File: src/rtl/sram_nw1r_lvt.sv
// sram_nw1r_lvt: NUM_W-write/1-read memory from per-port banks selected by a live-value table
module dpsram #(
  parameter int W = 32,
  parameter int N = 8,
  parameter int ADDR_W = 3
) (
  input  logic              clk,
  input  logic              en0,
  input  logic [ADDR_W-1:0] addr0,
  input  logic [W-1:0]      din0,
  input  logic              en1,
  input  logic [ADDR_W-1:0] addr1,
  output logic [W-1:0]      dout1
);
  logic [W-1:0] mem [N];
  always_ff @(posedge clk) begin
    if (en0) mem[addr0] <= din0;
    if (en1) dout1 <= mem[addr1];
  end
endmodule

module sram_nw1r_lvt #(
  parameter int NUM_W = 2,
  parameter int W = 32,
  parameter int N = 8,
  localparam int ADDR_W = $clog2(N),
  localparam int SEL_W = $clog2(NUM_W)
) (
  input  logic                    clk,
  input  logic                    rst,
  input  logic [NUM_W-1:0]        wen,
  input  logic [NUM_W*ADDR_W-1:0] waddr,
  input  logic [NUM_W*W-1:0]      wdata,
  input  logic                    ren,
  input  logic [ADDR_W-1:0]       raddr,
  output logic                    rvalid,
  output logic [W-1:0]            rdata
);
  localparam logic [ADDR_W:0] NL = (ADDR_W+1)'(N);
  logic [ADDR_W-1:0] wa [NUM_W];
  logic [NUM_W-1:0]  wv;
  logic [W-1:0]      dout [2**SEL_W];
  logic [SEL_W-1:0]  lvt [N];
  logic [SEL_W-1:0]  sel_q;
  logic              hit, hit_q;
  logic [W-1:0]      byp, byp_q;
  genvar g;
  for (g = 0; g < 2**SEL_W; g++) begin : g_bank
    if (g < NUM_W) begin : g_on
      assign wa[g] = waddr[g*ADDR_W +: ADDR_W];
      assign wv[g] = wen[g] && ({1'b0, wa[g]} < NL);
      dpsram #(.W(W), .N(N), .ADDR_W(ADDR_W)) u_bank (
        .clk(clk), .en0(wv[g]), .addr0(wa[g]), .din0(wdata[g*W +: W]),
        .en1(ren), .addr1(raddr), .dout1(dout[g])
      );
    end else begin : g_off
      assign dout[g] = '0;
    end
  end
  // Write-first bypass: the highest-index port hitting raddr supplies the data
  always_comb begin
    hit = 1'b0;
    byp = '0;
    for (int i = 0; i < NUM_W; i++)
      if (wv[i] && wa[i] == raddr) begin
        hit = ren;
        byp = wdata[i*W +: W];
      end
  end
  // Later loop iterations override earlier ones, so the highest port owns the entry
  always_ff @(posedge clk or negedge rst)
    if (!rst) begin
      for (int e = 0; e < N; e++) lvt[e] <= '0;
      rvalid <= 1'b0;
      sel_q <= '0;
      hit_q <= 1'b0;
      byp_q <= '0;
    end else begin
      for (int i = 0; i < NUM_W; i++) if (wv[i]) lvt[wa[i]] <= SEL_W'(i);
      rvalid <= ren;
      if (ren) begin
        sel_q <= ({1'b0, raddr} < NL) ? lvt[raddr] : '0;
        hit_q <= hit;
        byp_q <= byp;
      end
    end
  assign rdata = !rvalid ? '0 : hit_q ? byp_q : dout[sel_q];
endmodule

File: config.mk
export PLATFORM = sky130hd
export DESIGN_NAME = sram_nw1r_lvt
export DESIGN_NICKNAME = d
export VERILOG_FILES = /design/src/rtl/sram_nw1r_lvt.sv
export SDC_FILE = /design/constraint.sdc
export NUM_CORES = 1
export LEC_CHECK = 0
export CAP_MARGIN = 20
export CORE_MARGIN = 2
export CORE_UTILIZATION = 45
export CTS_CLUSTER_DIAMETER = 150
export CTS_CLUSTER_SIZE = 10
export DETAILED_ROUTE_END_ITERATION = 8
export SETUP_SLACK_MARGIN = 0.5
export SYNTH_ARGS = -nofsm -noshare
export SYNTH_HDL_FRONTEND = slang
export SYNTH_SLANG_ARGS = --single-unit
File: constraint.sdc
create_clock -name clk -period 1.85 [get_ports clk]
set_input_delay 0.555 -clock clk [delete_from_list [all_inputs] [get_ports clk]]
set_output_delay 0.555 -clock clk [all_outputs]
set_load 0.02 [all_outputs]
==> results of run 1 <==
[cell families (layout without fill, tap and decap cells)]
family,count (synthesis),after routing,share of synthesized area (%)
xor gates and xnor gates,6,6,0.2180
DFF,619,619,76.23
and+or+nand+nor,192,192,3.623
muxes,227,227,16.51
buffers and inverters,73,439,1.578
AOI/OAI and AO/OA,80,80,1.848
[power groups by stage]
stage | Clock, W | Combinational, W | Sequential [W]
6_report | 0.0127 | 0.00368 | 0.0162
5_1_grt | 0.0135 | 0.00388 | 0.0162
4_1_cts | 0.0129 | 0.00350 | 0.0162
3_5_place_dp | 0 | 0.00291 | 0.0165
3_3_place_gp | 0 | 0.00288 | 0.0164
2_1_floorplan | 0 | 0.00171 | 0.0164
[sequential cells by signal, summed over array words and instances (netlist names)]
name	cells
lvt	8
g_bank.g_on.u_bank.dout1	64
hit_q	1
rvalid	1
byp_q	32
g_bank.g_on.u_bank.mem	512
sel_q	1
[final cells by class]
class                   count  area (um^2)  area share (%)
clock buffers             127         2029           6.356
inverters                   2        7.507         0.02351
clock inverters             4        35.03          0.1097
flip-flops and latches    619        18380           57.55
repair buffers            306         4228           13.24
multi-input cells         505         6392           20.02
well taps                 688        860.8           2.696
[per-stage QoR]
stage               instances  power [W]  setup TNS [ns]
global route             2251    0.03355          -21.24
CTS                      2227    0.03259          -18.72
detailed placement       2033    0.01937         -210.20
finish                   2251    0.03251          -18.50
global placement         2033    0.01931         -207.16
floorplan                1197    0.01807          -19.56
[routing by layer]
metal	vias to the layer above	routed length, um	GRT usage [%]
li1	5494	-	-
met1	6635	25150	29.11
met2	406	31040	37.21
met3	99	3305	4.444
met4	2	1466	6.369
met5	-	12	0
[worst max-delay path by stage]
stage          startpoint                               to
3_3_place_gp        sel_q                        rdata[20]
6_report            sel_q                        rdata[24]
3_5_place_dp        sel_q                        rdata[20]
5_1_grt             sel_q                        rdata[24]
4_1_cts             sel_q                        rdata[29]
2_1_floorplan    waddr[0]  g_bank[0].g_on.u_bank.mem[0][0]
[cell usage after synthesis, types with 2 or more instances]
cell type	number
buf_1	15
nor2_1	47
inv_1	2
nor3_1	4
mux2i_1	33
buf_6	11
a31oi_1	32
mux2_2	64
xnor2_1	6
clkbuf_1	26
and2_1	32
nand3_1	32
o21ai_0	44
a21oi_1	2
and4_1	2
mux4_2	130
o21bai_1	2
nand2b_1	6
nand2_1	68
edfxtp_1	576
dfrtp_1	43
buf_2	19
[what timing repair did]
item,4_1_cts,5_1_grt
gates cloned,28,3
gates resized for setup,347,81
setup buffers,34,21
pin swaps,33,57
endpoints found under the hold margin,43,0
hold buffers,1,0
endpoints found under the setup margin,644,157
==> results.sh, run 1 <==
export IMPL_ff2ff_path_depth=2
export IMPL_clkSinkCount=619
export IMPL_hold_class="in -> reg"
export IMPL_critical_path_class="reg -> out"
export IMPL_slowest_delay_ns=0.45
export IMPL_number_of_global_route_vias_before_repair=12910
export IMPL_synth_net_count=1275
export IMPL_synthesis_instances=1197
export IMPL_place_ws_ns=-0.5371
export IMPL_layout_cells_most_common="edfxtp_1"
export IMPL_drt_pass1_iterations=5
export IMPL_io_pin_count=111
export IMPL_ctsLongestPathBuffers=3
export IMPL_worst_path_max_fanout=10
export IMPL_postLayoutSetupSlackWorst_ns=-0.6904
export IMPL_stdcell_area_mm2=0.03193
export IMPL_num_nets_final=1583
export IMPL_timing_critical_path_arrival_ns=1.99
export IMPL_rows=84
export IMPL_holdPathEnd="g_bank[0].g_on.u_bank.dout1[8]"
export IMPL_h_tree_depth=3
export IMPL_grt_max_degree=45
export IMPL_final_antenna_net_count=0
export IMPL_syn_mean_instance_area_um2=20.14
export IMPL_violations_in_the_final_reports="setup timing"
export IMPL_synth_seq_cells=619
export IMPL_synth_edf_count=576
export IMPL_synth_area_leader_cell="edfxtp_1"
export IMPL_sw_frac_of_total_pct=22.17
export IMPL_floorplan_die_height_um=235.4
export IMPL_drc_errors=0
export IMPL_tightest_slew_ns=0.4883
export IMPL_clkTransAtPathRegs_ns=0.05
export IMPL_hold_path_startpoint="ren"
export IMPL_sequentialPowerShare_pct=49.8
export IMPL_cts_inserted_buffers=71
export IMPL_clkPwrFrac_pct=38.9
export IMPL_routed_wl_um=60980
export IMPL_floorplan_core_area_mm2=0.05276
export IMPL_asyncSetResetFlopFracSynth_pct=6.947
export IMPL_internal_power_w=0.02530
export IMPL_port_buffer_count=110
export IMPL_outcome="complete, but fails checks"
export IMPL_timing_final_crit_period_ns=2.540
export IMPL_max_freq_mhz=393.6
export IMPL_maxSlewViolCount=0
export IMPL_power_density_cell_area_mw_per_mm2=1018
export IMPL_grt_overflow_total=0
export IMPL_die_width_um=235.4
export IMPL_via_count=12640
export IMPL_clk_insertion_delay_late_ns=0.59
export IMPL_holdPathStages=1
export IMPL_cp_num_cells=6
export IMPL_relSlewSlack_pct=67.35
export IMPL_drive_gt1_share_pct=42.16
export IMPL_rrSetupSlack_ns=0.41
export IMPL_synthTopCellsByArea="edfxtp_1, mux4_2, dfrtp_1"
export IMPL_synth_seq_area_share_pct=76.23
export IMPL_syn_cell_area_mm2=0.02410
export IMPL_warning_count_from_the_yosys_run=0
export IMPL_critical_path_slowest_cell="dfrtp_2"
export IMPL_critical_path_top_delay_family="flip-flops"
export IMPL_worst_setup_path_end_kind="output port"
export IMPL_cts_tree="built"
export IMPL_floorplan_initialDensity_pct=45.68
export IMPL_synth_cell_type_count=23
export IMPL_post_synth_top_area_fraction_pct=71.76
export IMPL_synth_flop_cell="edfxtp_1"
export IMPL_path_cells="buf_12 > buf_4 > mux2i_2 > o21ai_2 > and2_4 > buf_6"
export IMPL_final_setup_skew_ns=0.009097
export IMPL_total_global_route_track_usage_pct=22.01
export IMPL_globalplace_congestion=0.7744
export IMPL_design_die_area_mm2=0.05543
export IMPL_p_comb_share_pct=11.3
export IMPL_finalSetupViolations=33
export IMPL_vdd_ir_drop_worst_uv=809.9
export IMPL_clockRootBuffer="clkbuf_16"
export IMPL_area_grow_syn2layout_pct=32.47
export IMPL_routed_via_density=5.614
export IMPL_worst_ep_required_time_ns=1.29
export IMPL_final_cell_mix="edfxtp_1, mux4_2, clkbuf_16, buf_4, buf_12"
export IMPL_route_detailed_wl_per_inst_um=27.09
export IMPL_finalHoldWorstSlack_ns=0.3838
export IMPL_post_dp_cell_area_mm2=0.02766
export IMPL_finalCoreUtilization_pct=60.52
export IMPL_maxCapViolCount=0
export IMPL_period_share_pct=137.3
export IMPL_r2r_end="g_bank[1].g_on.u_bank.dout1[25]"
export IMPL_p_leak_nw=11.09
export IMPL_first_iter_violations=1028
export IMPL_worst_r2r_startpoint="g_bank[1].g_on.u_bank.mem[7][25]"
export IMPL_post_dp_hpwl_um=34230
export IMPL_timing_critical_path_buf_inv=3
export IMPL_antennaDiodeCount=0
export IMPL_final_hold_violation_count=0
export IMPL_grt_first_pass_wirelength_um=87880
export IMPL_rsz0062_at_grt="true"
export IMPL_filler_cell_count=3806
export IMPL_net_switching_power_w=0.007209
export IMPL_grt_antenna_before_repair=2
export IMPL_worst_setup_path_start_kind="flop"
(Power assumes the default switching activity.)
==> run 2, diff against run 1 <==
--- a/config.mk
+++ b/config.mk
@@ -5,13 +5,13 @@
 export SDC_FILE = /design/constraint.sdc
 export NUM_CORES = 1
 export LEC_CHECK = 0
-export CAP_MARGIN = 20
+export CAP_MARGIN = 15
 export CORE_MARGIN = 2
 export CORE_UTILIZATION = 45
 export CTS_CLUSTER_DIAMETER = 150
 export CTS_CLUSTER_SIZE = 10
 export DETAILED_ROUTE_END_ITERATION = 8
-export SETUP_SLACK_MARGIN = 0.5
+export SETUP_SLACK_MARGIN = 0.2
 export SYNTH_ARGS = -nofsm -noshare
 export SYNTH_HDL_FRONTEND = slang
 export SYNTH_SLANG_ARGS = --single-unit
==> results.sh, run 2 (same netlist as run 1, synthesis figures left out) <==
export IMPL_via_count=12190
export IMPL_p_leak_nw=10.07
export IMPL_grt_antenna_before_repair=1
export IMPL_grt_first_pass_wirelength_um=82480
export IMPL_area_grow_syn2layout_pct=24.12
export IMPL_tightest_slew_ns=0.4760
export IMPL_relSlewSlack_pct=68.27
export IMPL_total_global_route_track_usage_pct=20.43
export IMPL_grt_max_degree=55
export IMPL_timing_final_crit_period_ns=2.501
export IMPL_worst_r2r_startpoint="g_bank[1].g_on.u_bank.mem[3][20]"
export IMPL_power_density_cell_area_mw_per_mm2=1070
export IMPL_internal_power_w=0.02510
export IMPL_critical_path_top_delay_family="flip-flops"
export IMPL_worst_ep_required_time_ns=1.29
export IMPL_finalSetupViolations=33
export IMPL_io_pin_count=111
export IMPL_sequentialPowerShare_pct=50.6
export IMPL_r2r_end="g_bank[1].g_on.u_bank.dout1[20]"
export IMPL_number_of_global_route_vias_before_repair=12710
export IMPL_clkSinkCount=619
export IMPL_globalplace_congestion=0.8573
export IMPL_route_detailed_wl_per_inst_um=25.40
export IMPL_hold_class="in -> reg"
export IMPL_routed_wl_um=55810
export IMPL_finalHoldWorstSlack_ns=0.3552
export IMPL_grt_overflow_total=0
export IMPL_final_instance_count_excl_fill=2197
export IMPL_period_share_pct=135.2
export IMPL_clk_insertion_delay_late_ns=0.60
export IMPL_violations_in_the_final_reports="setup timing"
export IMPL_drc_errors=0
export IMPL_clkPwrFrac_pct=39.8
export IMPL_port_buffer_count=110
export IMPL_worst_setup_path_start_kind="flop"
export IMPL_critical_path_class="reg -> out"
export IMPL_holdPathEnd="g_bank[0].g_on.u_bank.dout1[13]"
export IMPL_sw_frac_of_total_pct=21.58
export IMPL_rsz0062_at_grt="true"
export IMPL_final_hold_violation_count=0
export IMPL_floorplan_die_height_um=235.4
export IMPL_p_comb_share_pct=9.5
export IMPL_drive_gt1_share_pct=33.86
export IMPL_worst_setup_path_end_kind="output port"
export IMPL_post_dp_hpwl_um=35610
export IMPL_drt_pass1_iterations=5
export IMPL_maxCapViolCount=0
export IMPL_post_place_cells=2055
export IMPL_max_flop_register="g_bank.g_on.u_bank.mem"
export IMPL_maxSlewViolCount=0
export IMPL_vdd_ir_drop_worst_uv=796.5
export IMPL_timing_critical_path_arrival_ns=1.95
export IMPL_num_nets_final=1529
export IMPL_net_switching_power_w=0.006909
export IMPL_die_width_um=235.4
export IMPL_hold_path_startpoint="ren"
export IMPL_cts_tree="built"
export IMPL_floorplan_core_area_mm2=0.05276
export IMPL_antennaDiodeCount=0
export IMPL_critical_path_slowest_cell="dfrtp_2"
export IMPL_final_antenna_net_count=0
export IMPL_largestRegisters="g_bank.g_on.u_bank.mem x512, g_bank.g_on.u_bank.dout1 x64, byp_q x32"
export IMPL_design_die_area_mm2=0.05543
export IMPL_max_freq_mhz=399.9
export IMPL_worst_path_max_fanout=7
export IMPL_timing_critical_path_buf_inv=3
export IMPL_first_iter_violations=988
export IMPL_postLayoutSetupSlackWorst_ns=-0.6506
export IMPL_slowest_delay_ns=0.43
export IMPL_outcome="complete, but fails checks"
export IMPL_final_setup_skew_ns=0.01599
export IMPL_cts_inserted_buffers=71
export IMPL_ctsLongestPathBuffers=3
export IMPL_rrSetupSlack_ns=0.42
export IMPL_largest_register_ffs=512
export IMPL_final_cell_mix="edfxtp_1, mux4_2, buf_4, clkbuf_16, clkdlybuf4s50_1"
export IMPL_holdPathStages=1
export IMPL_clkTransAtPathRegs_ns=0.05
export IMPL_layout_cells_most_common="edfxtp_1"
export IMPL_path_cells="buf_6 > buf_12 > mux2i_4 > o21ai_2 > and2_4 > buf_6"
export IMPL_h_tree_depth=3
export IMPL_floorplan_initialDensity_pct=45.68
export IMPL_rows=84
export IMPL_routed_via_density=5.547
export IMPL_clockRootBuffer="clkbuf_16"
export IMPL_ff2ff_path_depth=2
export IMPL_cpMostUsedCell="buf_6"
run 2: metrics by stage:
step	cell area, um^2	power [W]	setup slack [ns]	TNS (ns)	util [%]
2_1_floorplan	24520	0.01791	-0.1599	-19.43	-
3_3_place_gp	27480	0.01920	-0.5453	-172.78	52.09
3_5_place_dp	27480	0.01925	-0.5519	-180.39	52.09
4_1_cts	29780	0.03224	-0.6551	-18.89	56.45
5_1_grt	29920	0.03314	-0.7168	-20.94	56.70
6_report	29920	0.03201	-0.6506	-18.42	56.70
run 2: power groups by stage:
stage | logic [W] | registers [W] | clock network [W]
2_1_floorplan | 0.00155 | 0.0164 | 0
3_3_place_gp | 0.00273 | 0.0165 | 0
3_5_place_dp | 0.00276 | 0.0165 | 0
4_1_cts | 0.00301 | 0.0162 | 0.0130
5_1_grt | 0.00326 | 0.0162 | 0.0136
6_report | 0.00305 | 0.0162 | 0.0128
run 2: area by class of cell:
class / count / area, um^2
tap: 688 / 860.8
inverter: 2 / 7.507
clock buffer: 129 / 2079
timing repair buffer: 252 / 2902
sequential: 619 / 18380
fill: 4036 / 22840
clock inverter: 2 / 32.53
multi-input combinational: 505 / 5659
run 2: per-layer routing:
| layer | vias to the layer above | track usage (%) | wire length, um |
|---|---|---|---|
| li1 | 5351 | - | - |
| met4 | 2 | 5.038 | 1072 |
| met5 | - | 0 | 14 |
| met1 | 6374 | 27.96 | 23390 |
| met3 | 71 | 4.667 | 3381 |
| met2 | 389 | 33.50 | 27950 |
run 2: what timing repair did:
| action | CTS | global route |
|---|---|---|
| hold endpoints to repair | 17 | 0 |
| pin swaps | 22 | 19 |
| setup endpoints to repair | 33 | 55 |
| setup buffers | 4 | 2 |
| gates resized for setup | 251 | 23 |
| gates cloned | 2 | 2 |
| hold buffers | 1 | 0 |
run 2: worst max path at each step:
stage | start | endpoint | depth (start not counted)
floorplan | waddr[0] | g_bank[0].g_on.u_bank.mem[0][0] | 2
global route | sel_q | rdata[25] | 6
global placement | sel_q | rdata[25] | 5
CTS | sel_q | rdata[21] | 7
finish | sel_q | rdata[25] | 6
detailed placement | sel_q | rdata[25] | 5
run 2: worst register-to-register path: cells and delay by family, from the launching register on:
family        cells  cell delay (ns)
multiplexers      2             0.78
flip-flops        1             0.36
==> RTL edit, RTL diff (settings of run 2) <==
`W` is set to 32 in 2 places; all go to 40.
--- a/src/rtl/sram_nw1r_lvt.sv
+++ b/src/rtl/sram_nw1r_lvt.sv
@@ -1,6 +1,6 @@
 // sram_nw1r_lvt: NUM_W-write/1-read memory from per-port banks selected by a live-value table
 module dpsram #(
-  parameter int W = 32,
+  parameter int W = 40,
   parameter int N = 8,
   parameter int ADDR_W = 3
 ) (
@@ -21,7 +21,7 @@
 
 module sram_nw1r_lvt #(
   parameter int NUM_W = 2,
-  parameter int W = 32,
+  parameter int W = 40,
   parameter int N = 8,
   localparam int ADDR_W = $clog2(N),
   localparam int SEL_W = $clog2(NUM_W)
Ports: changed (resized rdata and wdata); port bits go from 111 to 135. No check against the original RTL was run, so the function may have changed too.
==> RTL edit against run 2 <==
- the flow still finishes with violations (negative setup slack)
- final area rose by 27%
- count of clock-buffer cells in the layout up 26
- total power rose by 24%
- first-iteration DRC count increased by 45%
- routed wire length is 31% higher
- sequential cell count rose by 152
- maximum frequency fell by 5.9%
- worst setup slack lost 0.16 ns
- area after synthesis is 26% higher
- critical path type unchanged
- critical endpoint is now rdata[28]
- largest power group unchanged
==> RTL edit: results (changes against run 2) <==
Outcome
  – Status: finished with violations
  – Failing checks: negative setup slack

Setup path
  – Max incr delay on CP: 0.45 ns (+0.02 ns)
  – Arrival time worst endpoint: 2.10 ns (+0.15 ns)
  – Critical Path Start: sel_q$_DFFE_PN0P_
  – Reg2reg end: g_bank[1].g_on.u_bank.dout1[19]$_DFFE_PP_
  – Crit path capture: rdata[28]
  – Largest delay share family, worst path: buffers and inverters

Clock network
  – Post-cts resize count: 286 (+14%)
  – # Post-CTS Setup Buffers: 8 (+4)
  – Total CTS buffers: 87 (+23%)
  – Worst-Skew Late Latency: 0.64 ns (+0.04 ns)

STA
  – Rel. slew slack: 69.82% (+1.6 points)
  – TNS Setup: -28.80 ns (-10.38 ns)
  – Hold Slack: 0.3303 ns (-0.02489 ns)
  – Final setup skew: 0.02843 ns (+0.01244 ns)
  – Worst setup margin: -0.8086 ns (-0.1580 ns)
  – Final setup violating endpoints: 41 (+24%)

Place
  – IO Port Bufs: 134 (+22%)
  – Worst slack at placement: -0.5026 ns (+0.04932 ns)
  – Routability cong.: 0.8369 (-2.4%)
  – Placed Cells: 2594 (+26%)
  – HPWL after DPL: 47840 um (+34%)
  – Dpl cell area: 34870 sq um (+27%)

Finish
  – Final nets: 1923 (+26%)
  – Biggest registers after layout: g_bank.g_on.u_bank.mem (640), g_bank.g_on.u_bank.dout1 (80), byp_q (40)
  – Layout cells sized above 1: 34.94% (+1.1 points)

Drt
  – DR vias: 15.30k (+26%)
  – DR vias/cell: 5.509 (-0.69%)
  – WL met1: 31130 um (+33%)
  – Initial DRC Count: 1434 (+45%)
  – Routed met2 length: 35980 um (+29%)
  – Wire length on met3: 4554 um (+35%)

Logic synthesis
  – Post-synth cell types: 25 (+8.7%)
  – Post-synthesis xor/xnor area fraction: 0.1733% (-0.045 points)
  – Sequential share of the synthesized area: 75.49% (-0.74 points)
  – Number of flops mapped to enable cells by yosys: 720 (+25%)
  – Mux share of post-synthesis cell area: 17.34% (+0.83 points)
  – Synth Net Count: 1570 (+23%)
  – Post-synthesis compound-gate area fraction: 1.766% (-0.082 points)
  – Async set-or-reset flop fraction in the synthesized netlist: 6.615% (-0.33 points)
  – Synth top area cells: edfxtp_1 71%, mux4_2 12%, dfrtp_1 4.2%, mux2_4 3.9%, mux2i_1 1.4%

Global route
  – Largest net degree at the start of global routing: 52 (-5.5%)
  – Grt met1 use: 28.97% (+1.0 points)
  – Overall Global Routing Usage: 21.29% (+0.86 points)
  – Initial antenna violation count: 5 (+4)
  – Number of global-route vias before repair: 16.15k (+27%)

Min path
  – Hold EP: g_bank[0].g_on.u_bank.dout1[25]$_DFFE_PP_

Power
  – Peak VDD IR: 966.4 uV (+21%)
  – Leak pwr: 0.01305 uW (+30%)
## RTL edit: cell types whose count changed after synthesis, sizes merged, moves of 11 or more
cell / delta
edfxtp: +144
clkbuf: +11
nand2: +16
mux4: +32
mux2: +16
## RTL edit: kinds of logic (layout without fill, tap and decap cells)
group,count (synthesis),in the layout
xor gates and xnor gates,6,6
AOI/OAI and AO/OA,96,96
muxes,283,283
DFF,771,771
and+or+nand+nor,232,232
other,0,1
buffers and inverters,88,515
## RTL edit: final cells by class
cell class | instances | area share [%]
Antenna cell | 1 | 0.006609
Clock buffer | 155 | 6.424
Clock inverter | 8 | 0.2545
Inverter | 2 | 0.01983
Multi-Input combinational cell | 617 | 19.08
Sequential cell | 771 | 60.48
Tap cell | 873 | 2.885
Timing Repair Buffer | 350 | 10.84
## RTL edit: report_power, final
group          switching [uW]  internal (uW)  total [uW]
Sequential                285          19900       20200
Combinational            1980           2200        4170
Clock                    6580           8890       15500
